`config.mk`:
```
export PLATFORM = sky130hd
export DESIGN_NAME = alu_cmd_issuer
export DESIGN_NICKNAME = d
export VERILOG_FILES = /design/src/rtl/alu_cmd_issuer.sv
export SDC_FILE = /design/constraint.sdc
export NUM_CORES = 1
export LEC_CHECK = 0
export CAP_MARGIN = 10
export CORE_ASPECT_RATIO = 1.1
export CORE_UTILIZATION = 40
export CTS_CLUSTER_DIAMETER = 200
export DETAILED_ROUTE_END_ITERATION = 10
export PLACE_DENSITY = 0.78
export SLEW_MARGIN = 25
export SYNTH_ARGS = -nofsm -noshare
export SYNTH_HDL_FRONTEND = slang
export SYNTH_SLANG_ARGS = --single-unit
```
`constraint.sdc`:
```
create_clock -name clk -period 6.5 [get_ports clk]
set_clock_uncertainty 0.2 [all_clocks]
set_input_delay 0.975 -clock clk [delete_from_list [all_inputs] [get_ports clk]]
set_output_delay 0.975 -clock clk [all_outputs]
set_load 0.01 [all_outputs]
```
`src/rtl/alu_cmd_issuer.sv`:
```
// Command FIFO and response register in front of a combinational ALU.
// Define ALU_ISSUER_OPCOUNT_EN to build the saturating per-opcode hit counters.
module alu_cmd_issuer #(
  parameter int DEPTH = 4,
  parameter int CNT_W = 16
) (
  input  logic               clk,
  input  logic               rst,
  input  logic               cmd_valid,
  output logic               cmd_ready,
  input  logic [2:0]         cmd_op,
  input  logic [31:0]        cmd_a,
  input  logic [31:0]        cmd_b,
  output logic [2:0]         alu_op,
  output logic [31:0]        alu_a,
  output logic [31:0]        alu_b,
  input  logic [31:0]        alu_y,
  input  logic               alu_z,
  input  logic               alu_n,
  input  logic               alu_c,
  input  logic               alu_v,
  output logic               rsp_valid,
  input  logic               rsp_ready,
  output logic [31:0]        rsp_y,
  output logic [3:0]         rsp_flags,
  output logic [2:0]         rsp_op,
  output logic               rsp_err,
  output logic               busy,
  input  logic               cnt_clr,
  output logic [6*CNT_W-1:0] op_hits
);
  localparam int AW = $clog2(DEPTH);

  typedef struct packed {
    logic [2:0]  op;
    logic [31:0] a;
    logic [31:0] b;
  } cmd_t;

  cmd_t        mem_q [DEPTH];
  logic [AW:0] wr_ptr_q, rd_ptr_q;
  logic        empty, full, push, issue, legal;
  cmd_t        head;

  logic        rsp_valid_q, rsp_valid_d;
  logic [31:0] rsp_y_q, rsp_y_d;
  logic [3:0]  rsp_flags_q, rsp_flags_d;
  logic [2:0]  rsp_op_q, rsp_op_d;
  logic        rsp_err_q, rsp_err_d;

  // The extra pointer MSB separates full (wrap bits differ) from empty.
  assign empty = (wr_ptr_q == rd_ptr_q);
  assign full  = (wr_ptr_q[AW] != rd_ptr_q[AW]) &&
                 (wr_ptr_q[AW-1:0] == rd_ptr_q[AW-1:0]);

  assign cmd_ready = !full;
  assign push      = cmd_valid && !full;
  assign issue     = !empty && (!rsp_valid_q || rsp_ready);

  assign head   = mem_q[rd_ptr_q[AW-1:0]];
  assign legal  = (head.op <= 3'd5);
  assign alu_op = empty ? 3'd0  : head.op;
  assign alu_a  = empty ? 32'd0 : head.a;
  assign alu_b  = empty ? 32'd0 : head.b;

  // NOTE: payload storage has no reset; only the pointers decide what is valid.
  always_ff @(posedge clk) begin
    if (push) mem_q[wr_ptr_q[AW-1:0]] <= '{op: cmd_op, a: cmd_a, b: cmd_b};
  end

  always_comb begin
    // NOTE: every output of this block gets a default first, so no latch is inferred.
    rsp_valid_d = rsp_valid_q;
    rsp_y_d     = rsp_y_q;
    rsp_flags_d = rsp_flags_q;
    rsp_op_d    = rsp_op_q;
    rsp_err_d   = rsp_err_q;
    if (issue) begin
      rsp_valid_d = 1'b1;
      rsp_y_d     = legal ? alu_y : 32'd0;
      rsp_flags_d = legal ? {alu_z, alu_n, alu_c, alu_v} : 4'd0;
      rsp_op_d    = head.op;
      rsp_err_d   = !legal;
    end else if (rsp_ready) begin
      rsp_valid_d = 1'b0;
    end
  end

  // NOTE: state registers use non-blocking assignments so every flop samples pre-edge values.
  always_ff @(posedge clk or posedge rst) begin
    if (rst) begin
      wr_ptr_q    <= '0;
      rd_ptr_q    <= '0;
      rsp_valid_q <= 1'b0;
      rsp_y_q     <= '0;
      rsp_flags_q <= '0;
      rsp_op_q    <= '0;
      rsp_err_q   <= 1'b0;
    end else begin
      if (push)  wr_ptr_q <= wr_ptr_q + 1'b1;
      if (issue) rd_ptr_q <= rd_ptr_q + 1'b1;
      rsp_valid_q <= rsp_valid_d;
      rsp_y_q     <= rsp_y_d;
      rsp_flags_q <= rsp_flags_d;
      rsp_op_q    <= rsp_op_d;
      rsp_err_q   <= rsp_err_d;
    end
  end

  assign rsp_valid = rsp_valid_q;
  assign rsp_y     = rsp_y_q;
  assign rsp_flags = rsp_flags_q;
  assign rsp_op    = rsp_op_q;
  assign rsp_err   = rsp_err_q;
  assign busy      = !empty || rsp_valid_q;

`ifdef ALU_ISSUER_OPCOUNT_EN
  logic [CNT_W-1:0] cnt_q [6];

  // Clear wins over a same-edge increment; counters stick at all-ones.
  always_ff @(posedge clk or posedge rst) begin
    if (rst) begin
      for (int k = 0; k < 6; k++) cnt_q[k] <= '0;
    end else if (cnt_clr) begin
      for (int k = 0; k < 6; k++) cnt_q[k] <= '0;
    end else if (issue && legal) begin
      for (int k = 0; k < 6; k++) begin
        if (head.op == 3'(k) && cnt_q[k] != '1) cnt_q[k] <= cnt_q[k] + 1'b1;
      end
    end
  end

  always_comb begin
    op_hits = '0;
    for (int k = 0; k < 6; k++) op_hits[k*CNT_W +: CNT_W] = cnt_q[k];
  end
`else
  logic unused_cnt_clr;
  assign unused_cnt_clr = cnt_clr;
  assign op_hits        = '0;
`endif

endmodule

```
Word-level counts from Yosys, hierarchy flattened
Memories as Yosys holds them, arrays and structs flattened. Cells that the tools add are included.

Register bits: 47. Memory bits (writable): 268. Input bits: 108. Output and inout bits: 206. Word-level logic and storage cells: 33. Memories kept: 1.

Memories: mem_q (words 4, bits a word 67, read ports 1, clocked after memory_dff 0, wr ports 1, line 40) `cmd_t mem_q [DEPTH];`.

Add/sub/neg operators: 2. $lt $le $gt $ge: 1. Eq/ne operators: 3. Mux-type cells: 9. Reductions and logical operators: 10.

Operators by type and width (number): 32-bit two-way mux (3); 3-bit by 1-bit adder with 3-bit output (second input constant) (2); 1-bit zero test (4); 1-bit two-way mux (4); 4-bit two-way mux (1); 3-bit equality test (1); 3-bit less-or-equal comparator (second input constant) (1); 1-bit logical AND (3); 3-bit two-way mux (1); 2-bit equality test (1); 1-bit logical OR (2); 2-bit nonzero test (1); 1-bit inequality test (1).

Logic depth before layout (Yosys ltp)
Gate-level depths: netlist of run 1.

Depth in word-level cells: 6. Depth in mapped cells: 6. Gate-level depth less buffers: 4.

Worst setup path before layout of run 1
No wires, ideal clock.

Kind: input port to flip-flop. Start: input port cmd_valid. End: memory mem_q[3][0] (netlist bit) (enable). Library setup time: 536 ps. Arrival time: 4465 ps. Data required time: 5764 ps. Setup slack: 1299 ps. Stages: 2. Buffers on the path: 0. Cells stage by stage: nand2_1 a31oi_1.

Longest elaborated chain between the ends: 3.

RTL lines: from (decl) (line 9) `input logic cmd_valid,`; 1-bit logical AND (line 57) `assign push = cmd_valid && !full;`; 1-bit two-way mux (line 68) `if (push) mem_q[wr_ptr_q[AW-1:0]] <= '{op: cmd_op, a: cmd_a, b: cmd_b};`; 1-bit two-way mux (not written as such) (line 68); to (decl) (line 40).

No other way between the ends.

Worst setup path in the final report of run 1
Start: register rd_ptr_q[0]. End: output port alu_a[29].

Longest elaborated chain between the ends: 2. Elaborated cells between the ends (all ways): 3. Classes of those cells: eq/ne (1); mux (1); memory (1).

RTL lines: from (decl) (line 41) `logic [AW:0] wr_ptr_q, rd_ptr_q;`; from (signal assigned) (line 101) `if (issue) rd_ptr_q <= rd_ptr_q + 1'b1;`; memory 4 x 67 bit or 3-bit equality test (tied branches); 32-bit two-way mux (*) (line 63) `assign alu_a = empty ? 32'd0 : head.a;`; to (decl) (line 15) `output logic [31:0] alu_a,`.

Mark *: on every way between the ends. The rest lies on a longest branch, timed or not.

==> results of run 1 <==
==> per-layer routing <==
metal	part of all wire (%)	vias up	global-route usage [%]
li1	-	3010	-
met1	39	3397	19.8
met2	51	298	28.1
met3	8.4	32	4.57
met4	1.5	0	3.48
met5	0	-	0
==> metrics by stage <==
step                      cells  hold slack (ns)  power (mW)  setup WS (ns)
after floorplan             826            0.260        5.11           1.30
after global placement     1347            0.280        6.73           2.48
after detailed placement   1347            0.278        6.77           2.43
after CTS                  1403            0.292        8.70           2.01
after global routing       1403            0.322        9.01           1.85
final                      1404            0.286        8.54           2.12
==> logic make-up after synthesis <==
family / after synthesis / synth area share (%)
XOR/XNOR: 9 / 0.597
buffers and inverters: 175 / 8.17
adder cells (fa/ha/maj): 5 / 0.474
multiplexers: 73 / 11.9
flip-flops: 315 / 69.8
AO/OA/AOI/OAI: 40 / 4.33
AND/OR/NAND/NOR: 113 / 4.65
other: 1 / 0.0284
==> worst max-delay path, delay by kind of cell, from the launching register on <==
family	cells	cell delay (ns)
buffers and inverters	2	1.13
flip-flops	1	0.74
multiplexers	1	0.59
AND/OR/NAND/NOR	1	0.15
==> flip-flops by register name, indices dropped and copies added, names as in the netlist <==
name       count
mem_q        268
rsp_valid      1
rsp_op         3
rsp_err        1
rd_ptr_q       3
wr_ptr_q       3
rsp_flags      4
rsp_y         32
==> synth_stat cells <==
cell type | number | share of area (%)
buf_6 | 5 | 0.43
o32ai_2 | 30 | 3.7
mux4_2 | 67 | 11
nor2b_1 | 67 | 3.2
edfxtp_1 | 268 | 61
dfrtp_1 | 47 | 8.9
nor3_2 | 1 | 0.076
o32ai_1 | 6 | 0.40
conb_1 | 1 | 0.028
nand3_1 | 1 | 0.038
inv_1 | 40 | 1.1
ha_1 | 5 | 0.47
a31oi_1 | 2 | 0.095
nand2b_1 | 2 | 0.095
and2_1 | 4 | 0.19
mux2_2 | 6 | 0.51
clkbuf_1 | 16 | 0.45
buf_4 | 97 | 5.5
buf_2 | 17 | 0.64
xor2_1 | 5 | 0.33
nand2_1 | 38 | 1.1
xnor2_1 | 4 | 0.27
o31a_2 | 1 | 0.076
o311ai_0 | 1 | 0.066
==> final cells by class <==
class / instances / area, sq um / area share [%]
clock inverters: 21 / 283 / 1.71
clock buffers: 35 / 791 / 4.78
diodes: 1 / 2.50 / 0.0151
well taps: 426 / 533 / 3.22
inverters: 40 / 150 / 0.907
multi-input cells: 336 / 3300 / 19.9
flip-flops and latches: 315 / 9230 / 55.8
repair buffers: 230 / 2270 / 13.7
==> how the worst max path moves through the flow <==
stage                      from            to  slack [ns]  cells past startpoint
floorplan             cmd_valid   mem_q[3][0]        1.30                      2
detailed placement  rd_ptr_q[1]  mem_q[0][11]        2.43                      5
CTS                 rd_ptr_q[0]     alu_a[30]        2.01                      4
finish              rd_ptr_q[0]     alu_a[29]        2.12                      4
global route        rd_ptr_q[0]      alu_b[6]        1.85                      4
global placement    rd_ptr_q[1]  mem_q[2][65]        2.48                      5
==> where the power goes <==
group	leakage (nW)	internal, mW	switching [mW]
Sequential	3.03	2.77	0.231
Combinational	2.29	1.86	1.80
Clock	0.522	1.15	0.734
Total	5.85	5.78	2.76
==> placed cells by master, fill, tap and decap left out <==
cell type and count:
edfxtp_1 268, clkdlybuf4s50_1 216, conb_1 96, mux4_2 67, nor2b_1 67, dfrtp_1 45
inv_1 39, nand2_1 38, clkbuf_16 31, o32ai_2 30, buf_4 14, bufinv_16 7
mux2_2 6, o32ai_1 6, clkinv_2 6, xor2_1 5, ha_1 5, clkinv_1 5
xnor2_1 4, clkbuf_1 4, and2_4 3, clkinvlp_4 2, dfrtp_4 2, diode_2 1
nand2b_2 1, o31a_2 1, nor3_4 1, and2_2 1, nand3_1 1, a31oi_4 1
a31oi_1 1, nand2b_1 1, inv_2 1, o311ai_0 1, inv_6 1
==> out/metrics.cfg, run 1 <==
[route]
vias_per_cell=4.80
drc=0
drt_iter0_drc=315
wirelength_um=27400
vias=6737
wire_per_inst_um=19.5
antenna_left=0
first_pass_iters=4

[cts]
cts_setup_buffers=0
clk_latency_ns=0.55
hold_buffers=0
cts.sinks=315
clockRootBuffer=clkbuf_16
cts.clk_slew.worst_paths_ns=0.06
cts_inserted_buffers=31
cts_resized=0
tritoncts=yes
h-tree-depth=1
clk_path_buf_depth=3

[floorplan]
initial_core_util_pct=40.8
die_width_um=175
core_sq_um=32400
std_cell_rows=69
fp.dieH_um=193
die-area_sq_um=33800
io_pins=314

[global_routing]
grt.overflow.total=0
grt_pass1_vias=6885
grt_usage_pct=16.1
antenna_found_initial=1
grt_pass1_wl_um=41000
grt_max_degree=59

[synthesis]
ys_warn_count=0
synthDistinctLibCells=24
netlist_area_sq_um=13200
synth_area_per_cell_sq_um=18.1
ys_seq_elements=315
synthCells=731
ys_seq_area_share_pct=69.8

[timing]
tightest_slew_ns=0.856
slew_violations=0
final.min_clock_period_ns=4.38
rsz0062_at_grt=false
hold_viol=0
fmax_mhz=228
max_slew_margin_pct=42.9
final.setup.tns_ns=0
setup_viol=0
min_period_over_period_pct=67.4

[run_status]
run_status=finished clean

[worst_setup_path]
ff2ff_path_depth=5
reg2reg_setup_slack_ns=2.48
critPathMaxStageDelay_ns=0.74
arrival_ns=3.21
r2r-start=rd_ptr_q[1]
worstPathMaxFanout=29
critPathRequiredTime_ns=5.32
end_kind=primary output
slowest_stage=dfrtp_4
worstPathCellList=buf_4 > mux4_2 > nor2b_1 > clkdlybuf4s50_1
crit_path_start_kind=flop
r2r_end=mem_q[2][65]
critPathKind=flop to primary output

[final_layout]
syn2layout_area_growth_pct=25.3
finalCoreUtilization_pct=51.1
fillers=2616
fin_nets=1067
drive_gt1_share_pct=17.9
fin_area_sq_um=16600

[placed_design]
portBuffers=216
dp_hpwl_um=17400
dpl_cell_area_sq_um=15500
gp_congestion=0.706

[worst_hold_path]
hold_depth=1
hold_end=wr_ptr_q[2]
hold_path_startpoint=wr_ptr_q[2]
min_path_type=flop to flop

[pwr]
p_per_area_nw_per_um2=516
vdd_ir_drop_max_mv=0.342
p_leak_nw=5.85

[job]
drv_cap=0

(Power assumes the default switching activity.)
==> inputs of run 2 (changes only) <==
--- a/config.mk
+++ b/config.mk
@@ -10,7 +10,7 @@
 export CORE_UTILIZATION = 40
 export CTS_CLUSTER_DIAMETER = 200
 export DETAILED_ROUTE_END_ITERATION = 10
-export PLACE_DENSITY = 0.78
+export PLACE_DENSITY = 0.8
 export SLEW_MARGIN = 25
 export SYNTH_ARGS = -nofsm -noshare
 export SYNTH_HDL_FRONTEND = slang
==> constraint.sdc (replaced) <==
create_clock -name clk -period 3.5 [get_ports clk]
set_clock_uncertainty 0.2 [all_clocks]
set_input_delay 0.525 -clock clk [delete_from_list [all_inputs] [get_ports clk]]
set_output_delay 0.525 -clock clk [all_outputs]
set_load 0.01 [all_outputs]
==> run 2 against run 1 <==
  * Register-to-register slack lost 1.8 ns
  * Sequential cell count is the same
  * Via count grew 1.8%
  * Sequential share of layout area shrank 0.70 points
  * Critical path type unchanged
==> out/metrics.cfg, run 2 (synthesis gave the netlist of run 1 again) <==
[timing]
setup_viol=0
final.min_clock_period_ns=3.33
rsz0062_at_grt=false
fmax_mhz=300
min_period_over_period_pct=95.2
tightest_slew_ns=0.821
hold_viol=0
slew_violations=0
max_slew_margin_pct=45.3

[final_layout]
fin_area_sq_um=16800
largest_register_ffs=268
syn2layout_area_growth_pct=26.9
final_cell_mix=268 x edfxtp_1, 216 x clkdlybuf4s50_1, 96 x conb_1
layout_commonest_cell=edfxtp_1
drive_gt1_share_pct=19.3
fin_nets=1084
n_antenna_cell=0
finalCoreUtilization_pct=51.8

[worst_setup_path]
slowest_stage=dfrtp_4
end_kind=primary output
r2r-start=rd_ptr_q[1]
crit_path_start_kind=flop
critPathKind=flop to primary output
ff2ff_path_depth=5
critPathMaxStageDelay_ns=0.54
reg2reg_setup_slack_ns=0.70
critPathRequiredTime_ns=2.77
arrival_ns=2.61
r2r_end=mem_q[2][59]
worstPathMaxFanout=35
worstPathCellList=buf_16 > mux4_2 > nor2b_1 > clkdlybuf4s50_1

[global_routing]
grt.overflow.total=0
grt_max_degree=71
grt_pass1_vias=7368
grt_usage_pct=16.7
grt_pass1_wl_um=42100
antenna_found_initial=2

[job]
drv_cap=0

[route]
wire_per_inst_um=19.6
wirelength_um=27800
first_pass_iters=4
vias=6861
drt_iter0_drc=309
vias_per_cell=4.82
drc=0
antenna_left=0

[floorplan]
initial_core_util_pct=40.8
die_width_um=175
die-area_sq_um=33800
std_cell_rows=69
fp.dieH_um=193
core_sq_um=32400
io_pins=314

[pwr]
vdd_ir_drop_max_mv=0.564
p_per_area_nw_per_um2=962
p_leak_nw=5.94

[cts]
clk_path_buf_depth=3
cts.clk_slew.worst_paths_ns=0.06
clk_latency_ns=0.52
clockRootBuffer=clkbuf_16
cts.sinks=315
cts_inserted_buffers=34
tritoncts=yes
h-tree-depth=2

[placed_design]
gp_congestion=0.721
dp_hpwl_um=17500
portBuffers=216
dpl_cell_area_sq_um=15600

[worst_hold_path]
min_path_type=input pin to async pin

[run_status]
run_status=finished clean

[run 2: cell count changes in the layout (fill, tap and decap cells not counted), sizes merged]
cell,change
clkinv,-1
clkinvlp,+2
buf,+14
inv,+1
diode,-1
bufinv,-4
clkbuf,+7
[run 2: report_power, final]
part           total, mW  switching (mW)  internal (mW)
Clock               3.48            1.45           2.03
Combinational       7.18            3.50           3.68
Sequential          5.48           0.339           5.14
[run 2: metrics by stage]
step / setup WS, ns / setup TNS, ns / power (mW) / hold WS [ns] / cells
after floorplan: 0.0254 / 0 / 9.49 / 0.260 / 826
after global placement: 0.554 / 0 / 12.7 / 0.275 / 1355
after detailed placement: 0.561 / 0 / 12.8 / 0.277 / 1355
after CTS: -0.00593 / -0.00808 / 16.3 / 0.189 / 1416
after global routing: 0.0226 / 0 / 17.0 / 0.215 / 1422
final: 0.169 / 0 / 16.1 / 0.190 / 1422
[run 2: worst max-delay path by stage]
stage	startpoint	endpoint	slack, ns	cells after the start
2_1_floorplan	rd_ptr_q[0]	mem_q[2][0]	0.03	5
3_3_place_gp	rd_ptr_q[0]	alu_a[19]	0.55	5
5_1_grt	rd_ptr_q[0]	alu_a[19]	0.02	5
3_5_place_dp	rd_ptr_q[0]	alu_b[11]	0.56	4
4_1_cts	rd_ptr_q[0]	alu_b[16]	-0.006	5
6_report	rd_ptr_q[0]	alu_b[11]	0.17	4
[run 2: worst max-delay path, delay by kind of cell (launching register included)]
kind,cells,cell delay (ns)
buf+inv,2,0.83
flops,1,0.54
mux,1,0.54
simple gates,1,0.14
[run 2: layout make-up]
class                   count  area (sq um)
clock buffers              42           881
clock inverters            19           199
fillers                  2589         15600
inverters                  40           150
multi-input cells         336          3300
flip-flops and latches    315          9230
well taps                 426           533
repair buffers            244          2470
[run 2: metal layers]
layer	track usage (%)	part of all wire [%]	up-vias
li1	-	-	3042
met3	6.26	9.2	55
met5	0	0.097	-
met2	28.8	50	289
met1	19.0	38	3471
met4	5.72	2.5	4
[run 2: repair_timing]
item | CTS | global route
endpoints found under the hold margin | 0 | 0
cloned | 0 | 0
hold buffers | 0 | 0
buffers inserted | 0 | 6
resized for setup | 0 | 3
pin swaps | 0 | 0
setup endpoints to repair | 2 | 58
==> inputs of run 3 (changes only) <==
--- a/config.mk
+++ b/config.mk
@@ -11,6 +11,7 @@
 export CTS_CLUSTER_DIAMETER = 200
 export DETAILED_ROUTE_END_ITERATION = 10
 export PLACE_DENSITY = 0.8
+export SKIP_LAST_GASP = 1
 export SLEW_MARGIN = 25
 export SYNTH_ARGS = -nofsm -noshare
 export SYNTH_HDL_FRONTEND = slang
==> results of run 3 <==
Same layout as run 2: the final DEF is identical, and so are final timing and power.
